--- config.mk ---
export PLATFORM = sky130hd
export DESIGN_NAME = counter_seq_ctrl
export DESIGN_NICKNAME = d
export VERILOG_FILES = /design/src/rtl/counter_seq_ctrl.sv
export SDC_FILE = /design/constraint.sdc
export NUM_CORES = 1
export LEC_CHECK = 0
export CAP_MARGIN = 40
export CORE_AREA = 2 2 59 61
export DETAILED_ROUTE_END_ITERATION = 8
export DIE_AREA = 0 0 61 63
export GPL_ROUTABILITY_DRIVEN = 0
export PLACE_DENSITY = 0.76
export SYNTH_ARGS = -nofsm -noshare
export SYNTH_HDL_FRONTEND = slang
export SYNTH_SLANG_ARGS = --single-unit
--- constraint.sdc ---
create_clock -name clk100_i -period 1.6 [get_ports clk100_i]
set_clock_uncertainty 0.05 [all_clocks]
set_input_delay 0.16 -clock clk100_i [delete_from_list [all_inputs] [get_ports clk100_i]]
set_output_delay 0.16 -clock clk100_i [all_outputs]
set_load 0.01 [all_outputs]
--- src/rtl/counter_seq_ctrl.sv ---
// rtl/counter_seq_ctrl.sv - button debounce and run/step/load sequencer for the lab counter.
// Optional step auto-repeat in PAUSE is enabled by defining STEP_REPEAT_EN.
module counter_seq_ctrl #(
    parameter int DEBOUNCE_CYCLES = 4,
    parameter int TICK_DIV        = 8,
    parameter int REPEAT_DELAY    = 16,
    parameter int SW_W            = 10
) (
    input  logic            clk100_i,
    input  logic            rstn_i,
    input  logic [2:0]      key_i,
    input  logic [SW_W-1:0] sw_i,
    output logic            cnt_inc_o,
    output logic            cnt_load_o,
    output logic [SW_W-1:0] cnt_load_val_o,
    output logic            run_o,
    output logic [1:0]      state_o
);

    localparam int DB_W = (DEBOUNCE_CYCLES > 1) ? $clog2(DEBOUNCE_CYCLES) : 1;
    localparam int TK_W = $clog2(TICK_DIV);
    localparam logic [DB_W-1:0] DB_MAX = DB_W'(DEBOUNCE_CYCLES - 1);
    localparam logic [TK_W-1:0] TK_MAX = TK_W'(TICK_DIV - 1);

    if (DEBOUNCE_CYCLES < 1 || TICK_DIV < 2 || REPEAT_DELAY < 1) begin : g_bad_param
        $error("counter_seq_ctrl: illegal parameter value");
    end

    typedef enum logic [1:0] {
        S_IDLE  = 2'd0,
        S_RUN   = 2'd1,
        S_PAUSE = 2'd2,
        S_LOAD  = 2'd3
    } state_t;

    state_t            state;
    logic [2:0]        sync1;
    logic [2:0]        sync2;
    logic [2:0]        deb;
    logic [DB_W-1:0]   db_cnt [3];
    logic [2:0]        press;
    logic              ev_load;
    logic              ev_run;
    logic              ev_step;
    logic [TK_W-1:0]   tick;

`ifdef STEP_REPEAT_EN
    localparam int RP_W = (REPEAT_DELAY > 1) ? $clog2(REPEAT_DELAY) : 1;
    logic [RP_W-1:0]   rpt_cnt;
    logic              rpt_on;
`endif

    always_ff @(posedge clk100_i or negedge rstn_i) begin
        if (!rstn_i) begin
            sync1 <= 3'b111;
            sync2 <= 3'b111;
            deb   <= 3'b111;
            for (int k = 0; k < 3; k++) db_cnt[k] <= '0;
        end else begin
            sync1 <= key_i;
            sync2 <= sync1;
            for (int k = 0; k < 3; k++) begin
                if (sync2[k] == deb[k]) begin
                    db_cnt[k] <= '0;
                end else if (db_cnt[k] == DB_MAX) begin
                    deb[k]    <= sync2[k];
                    db_cnt[k] <= '0;
                end else begin
                    db_cnt[k] <= db_cnt[k] + DB_W'(1);
                end
            end
        end
    end

    // The press is flagged in the same cycle the debounced level falls, so the FSM reacts on that edge.
    always_comb begin
        press = 3'b000;
        for (int k = 0; k < 3; k++)
            press[k] = deb[k] & ~sync2[k] & (db_cnt[k] == DB_MAX);
        ev_load = press[2];
        ev_run  = press[0] & ~press[2];
        ev_step = press[1] & ~press[0] & ~press[2];
    end

    always_ff @(posedge clk100_i or negedge rstn_i) begin
        if (!rstn_i) begin
            state          <= S_IDLE;
            tick           <= '0;
            cnt_inc_o      <= 1'b0;
            cnt_load_o     <= 1'b0;
            cnt_load_val_o <= '0;
            run_o          <= 1'b0;
`ifdef STEP_REPEAT_EN
            rpt_cnt        <= '0;
            rpt_on         <= 1'b0;
`endif
        end else begin
            cnt_inc_o  <= 1'b0;
            cnt_load_o <= 1'b0;
`ifdef STEP_REPEAT_EN
            if (state != S_PAUSE) begin
                rpt_cnt <= '0;
                rpt_on  <= 1'b0;
            end
`endif
            case (state)
                S_IDLE: begin
                    if (ev_load) begin
                        state          <= S_LOAD;
                        cnt_load_o     <= 1'b1;
                        cnt_load_val_o <= sw_i;
                    end else if (ev_run) begin
                        state <= S_RUN;
                        tick  <= '0;
                        run_o <= 1'b1;
                    end else if (ev_step) begin
                        state     <= S_PAUSE;
                        cnt_inc_o <= 1'b1;
                    end
                end
                // A tick wrap coinciding with a run/load press is dropped along with the transition.
                S_RUN: begin
                    if (ev_load) begin
                        state          <= S_LOAD;
                        cnt_load_o     <= 1'b1;
                        cnt_load_val_o <= sw_i;
                        run_o          <= 1'b0;
                    end else if (ev_run) begin
                        state <= S_PAUSE;
                        run_o <= 1'b0;
                    end else if (tick == TK_MAX) begin
                        tick      <= '0;
                        cnt_inc_o <= 1'b1;
                    end else begin
                        tick <= tick + TK_W'(1);
                    end
                end
                S_PAUSE: begin
                    if (ev_load) begin
                        state          <= S_LOAD;
                        cnt_load_o     <= 1'b1;
                        cnt_load_val_o <= sw_i;
                    end else if (ev_run) begin
                        state <= S_RUN;
                        tick  <= '0;
                        run_o <= 1'b1;
                    end else if (ev_step) begin
                        cnt_inc_o <= 1'b1;
`ifdef STEP_REPEAT_EN
                        rpt_cnt   <= '0;
                        rpt_on    <= 1'b0;
                    end else if (deb[1]) begin
                        rpt_cnt <= '0;
                        rpt_on  <= 1'b0;
                    end else if (!rpt_on) begin
                        if (rpt_cnt == RP_W'(REPEAT_DELAY - 1)) begin
                            rpt_on <= 1'b1;
                            tick   <= '0;
                        end else begin
                            rpt_cnt <= rpt_cnt + RP_W'(1);
                        end
                    end else if (tick == TK_MAX) begin
                        tick      <= '0;
                        cnt_inc_o <= 1'b1;
                    end else begin
                        tick <= tick + TK_W'(1);
`endif
                    end
                end
                S_LOAD: begin
                    state <= S_PAUSE;
                end
            endcase
        end
    end

    assign state_o = state;

endmodule
==> flow_metrics.tcl <==
set metrics [dict create \
    ant_nets 0 \
    critPathMaxStageDelay_ns 0.57 \
    max_freq_mhz 638 \
    synth_cells 103 \
    slew_headroom_pct 73.8 \
    netSwitchingFraction_pct 29.9 \
    drive_gt1_share_pct 24.3 \
    grt_overflow 0 \
    required_ns 1.77 \
    io_buffers 29 \
    wl_per_cell_um 13.2 \
    powerDensity_nw_per_um2 1560 \
    min_period_over_period_pct 98.0 \
    synth_warnings 0 \
    p_switching_mw 0.870 \
    grt_max_degree 34 \
    numCtsBuffers 5 \
    hpwl_um 1800 \
    drv_cap 0 \
    rsz0062_at_grt "false" \
    synth.avg_cell_area_um2 13.3 \
    htree_levels 2 \
    crit_arrival_ns 1.74 \
    final_cell_mix "clkdlybuf4s50_1, dfrtp_1, inv_1" \
    status "complete, no violations" \
    timing.hold.ws_ns 0.158 \
    final-instance-count-excl-fill 190 \
    cp_cell_sequence "ha_4 > nand2_2 > a21o_4 > clkbuf_16 > mux2_4" \
    ys_seq_area_share_pct 60.9 \
    hold_buffers 0 \
    grt_pass1_vias 957 \
    cts-root-buf "clkbuf_4" \
    seqPwrFrac_pct 46.1 \
    layout.nets 166 \
    die_height_um 63 \
    place_inst 180 \
    period_needed_ns 1.57 \
    clock_latency_ns 0.33 \
    wirelength_um 2500 \
    first_pass_iters 4 \
    grt_pass1_wl_um 4140 \
    fin_tns_setup_ns 0 \
    leakagePower_nw 0.867 \
    setup_viol 0 \
    crit_type "flip-flop to flip-flop" \
    worst_pin_slew_ns 0.394 \
    cts_tree "yes" \
    hold_viol 0 \
    grt_antenna_before_repair 0 \
    start_util_pct 42.5 \
    synth.area.top_cells "dfrtp_1, dfstp_2, mux2_4, ha_1, inv_1" \
    synth_top_area_cell "dfrtp_1" \
    worstSetupEndpointType "flip-flop" \
    dieWidth_um 61 \
    hold_path.class "primary input to asynchronous set/reset pin" \
    fp.dieArea_um2 3840 \
    cp_max_fo 5 \
    synthesis.nets 126 \
    clk_path_buf_depth 2 \
    clkPwrFrac_pct 16.4 \
    combPwrFrac_pct 37.5 \
    drc_errors 0 \
    netlist_area_um2 1370 \
    slew_viol_final 0 \
    syn2layout_area_growth_pct 35.6 \
    vdd_drop_max_mv 0.830 \
    total_power_mw 2.91 \
    drt_iter0_drc 25 \
    grt.total_usage_pct 14.9 \
    core_area_um2 3230 \
    ys_seq_elements 33 \
    n_antenna_cell 0 \
    yosys.area.top_type_share_pct 43.7 \
    cts.sinks 33 \
    rows 21 \
    p_int_mw 2.04 \
    ios 30 \
    final_common_cell "clkdlybuf4s50_1" \
    dr_total_vias 932 \
    vias_per_cell 4.91 \
    yosysUniqueCellTypes 26 \
    startpoint_type "flip-flop" \
    slowest_stage "dfstp_2" \
    clkTransAtPathRegs_ns 0.10 \
]
-- repair_timing --
action                                  4_1_cts  5_1_grt
cloned                                        0        1
setup buffers                                 0        1
resized for setup                             2        3
endpoints found under the setup margin        2       11
-- flip-flops by register name, summed over array words and instances, names as in the netlist --
name	flops
cnt_load_o	1
tick	3
sync2	3
deb	3
run_o	1
sync1	3
db_cnt	6
cnt_load_val_o	10
state_o	2
cnt_inc_o	1
-- final timing paths --
kind                                         start                             to  slack [ns]  cells past startpoint
worst max-delay path            deb[2]$_DFFE_PN1P_  cnt_load_val_o[3]$_DFFE_PN0P_        0.03                      5
worst min-delay path                        rstn_i            cnt_inc_o$_DFF_PN0_        0.16                      2
worst max register to register  deb[2]$_DFFE_PN1P_  cnt_load_val_o[3]$_DFFE_PN0P_        0.03                      5
worst min register to register  sync1[1]$_DFF_PN1_             sync2[1]$_DFF_PN1_        0.31                      0
max in group asynchronous                   rstn_i             sync1[2]$_DFF_PN1_        1.01                      2
min in group clk100_i                     key_i[2]             sync1[2]$_DFF_PN1_        0.18                      1
-- routing by layer --
layer  routed length, um  track usage, %  up-vias
li1                    -               -      441
met1                1010            17.1      456
met2                1280            23.9       32
met3                 167            6.63        3
met4                  36            5.71        0
met5                   0               0        -
-- power by group through the flow --
stage          registers [mW]  clock network [mW]  logic (mW)
2_1_floorplan            1.38                   0       0.523
3_3_place_gp             1.34                   0        1.01
3_5_place_dp             1.34                   0        1.06
4_1_cts                  1.34               0.501        1.07
5_1_grt                  1.38               0.542        1.19
6_report                 1.34               0.479        1.09
-- Yosys cell counts --
library cell  instances
dfrtp_1              24
nor2_1                1
buf_6                 1
a22o_1                1
mux2_4                9
nand3_1               2
o21ai_0               3
mux2_2                1
o31ai_1               3
a31oi_1               1
nand2_2               1
dfstp_2               9
nand3b_1              1
inv_1                13
a21o_1                1
nor2b_1               5
a32oi_1               2
o22ai_1               3
o2bb2ai_1             1
nand2_1               4
ha_1                  8
nand4_1               1
o21a_1                1
a21oi_1               3
nor3_1                3
o211ai_1              1
-- kinds of logic (layout without fill, tap and decap cells) --
family | count (synthesis) | count (layout) | share of synthesized area, %
flops | 33 | 33 | 60.9
compound gates | 20 | 20 | 9.84
fa+ha+maj | 8 | 8 | 7.29
mux | 10 | 10 | 10.7
simple gates | 18 | 18 | 6.92
buf+inv | 14 | 55 | 4.37
-- critical path, delay by kind of cell, from the launching register on --
| family | cells | cell delay (ns) |
|---|---|---|
| compound gates | 1 | 0.21 |
| buf+inv | 1 | 0.16 |
| mux | 1 | 0.29 |
| flops | 1 | 0.57 |
| simple gates | 1 | 0.06 |
| fa+ha+maj | 1 | 0.13 |
-- per-stage QoR --
stage                     utilization (%)  cell area [um2]  setup slack (ns)
after floorplan                         -             1380           0.00230
after global placement               54.1             1750            0.0530
after detailed placement             54.1             1750           0.00692
after CTS                            56.1             1810            0.0153
after global routing                 57.6             1860           0.00327
final                                57.6             1860            0.0319
-- cell type report --
cell class              count  area [um2]
well taps                  46        57.6
clock buffers               8        58.8
repair buffers             34         358
flip-flops and latches     33         840
multi-input cells          56         500
fillers                   283        1370
inverters                  13        48.8
No activity file was read; power rests on OpenSTA's default activity.
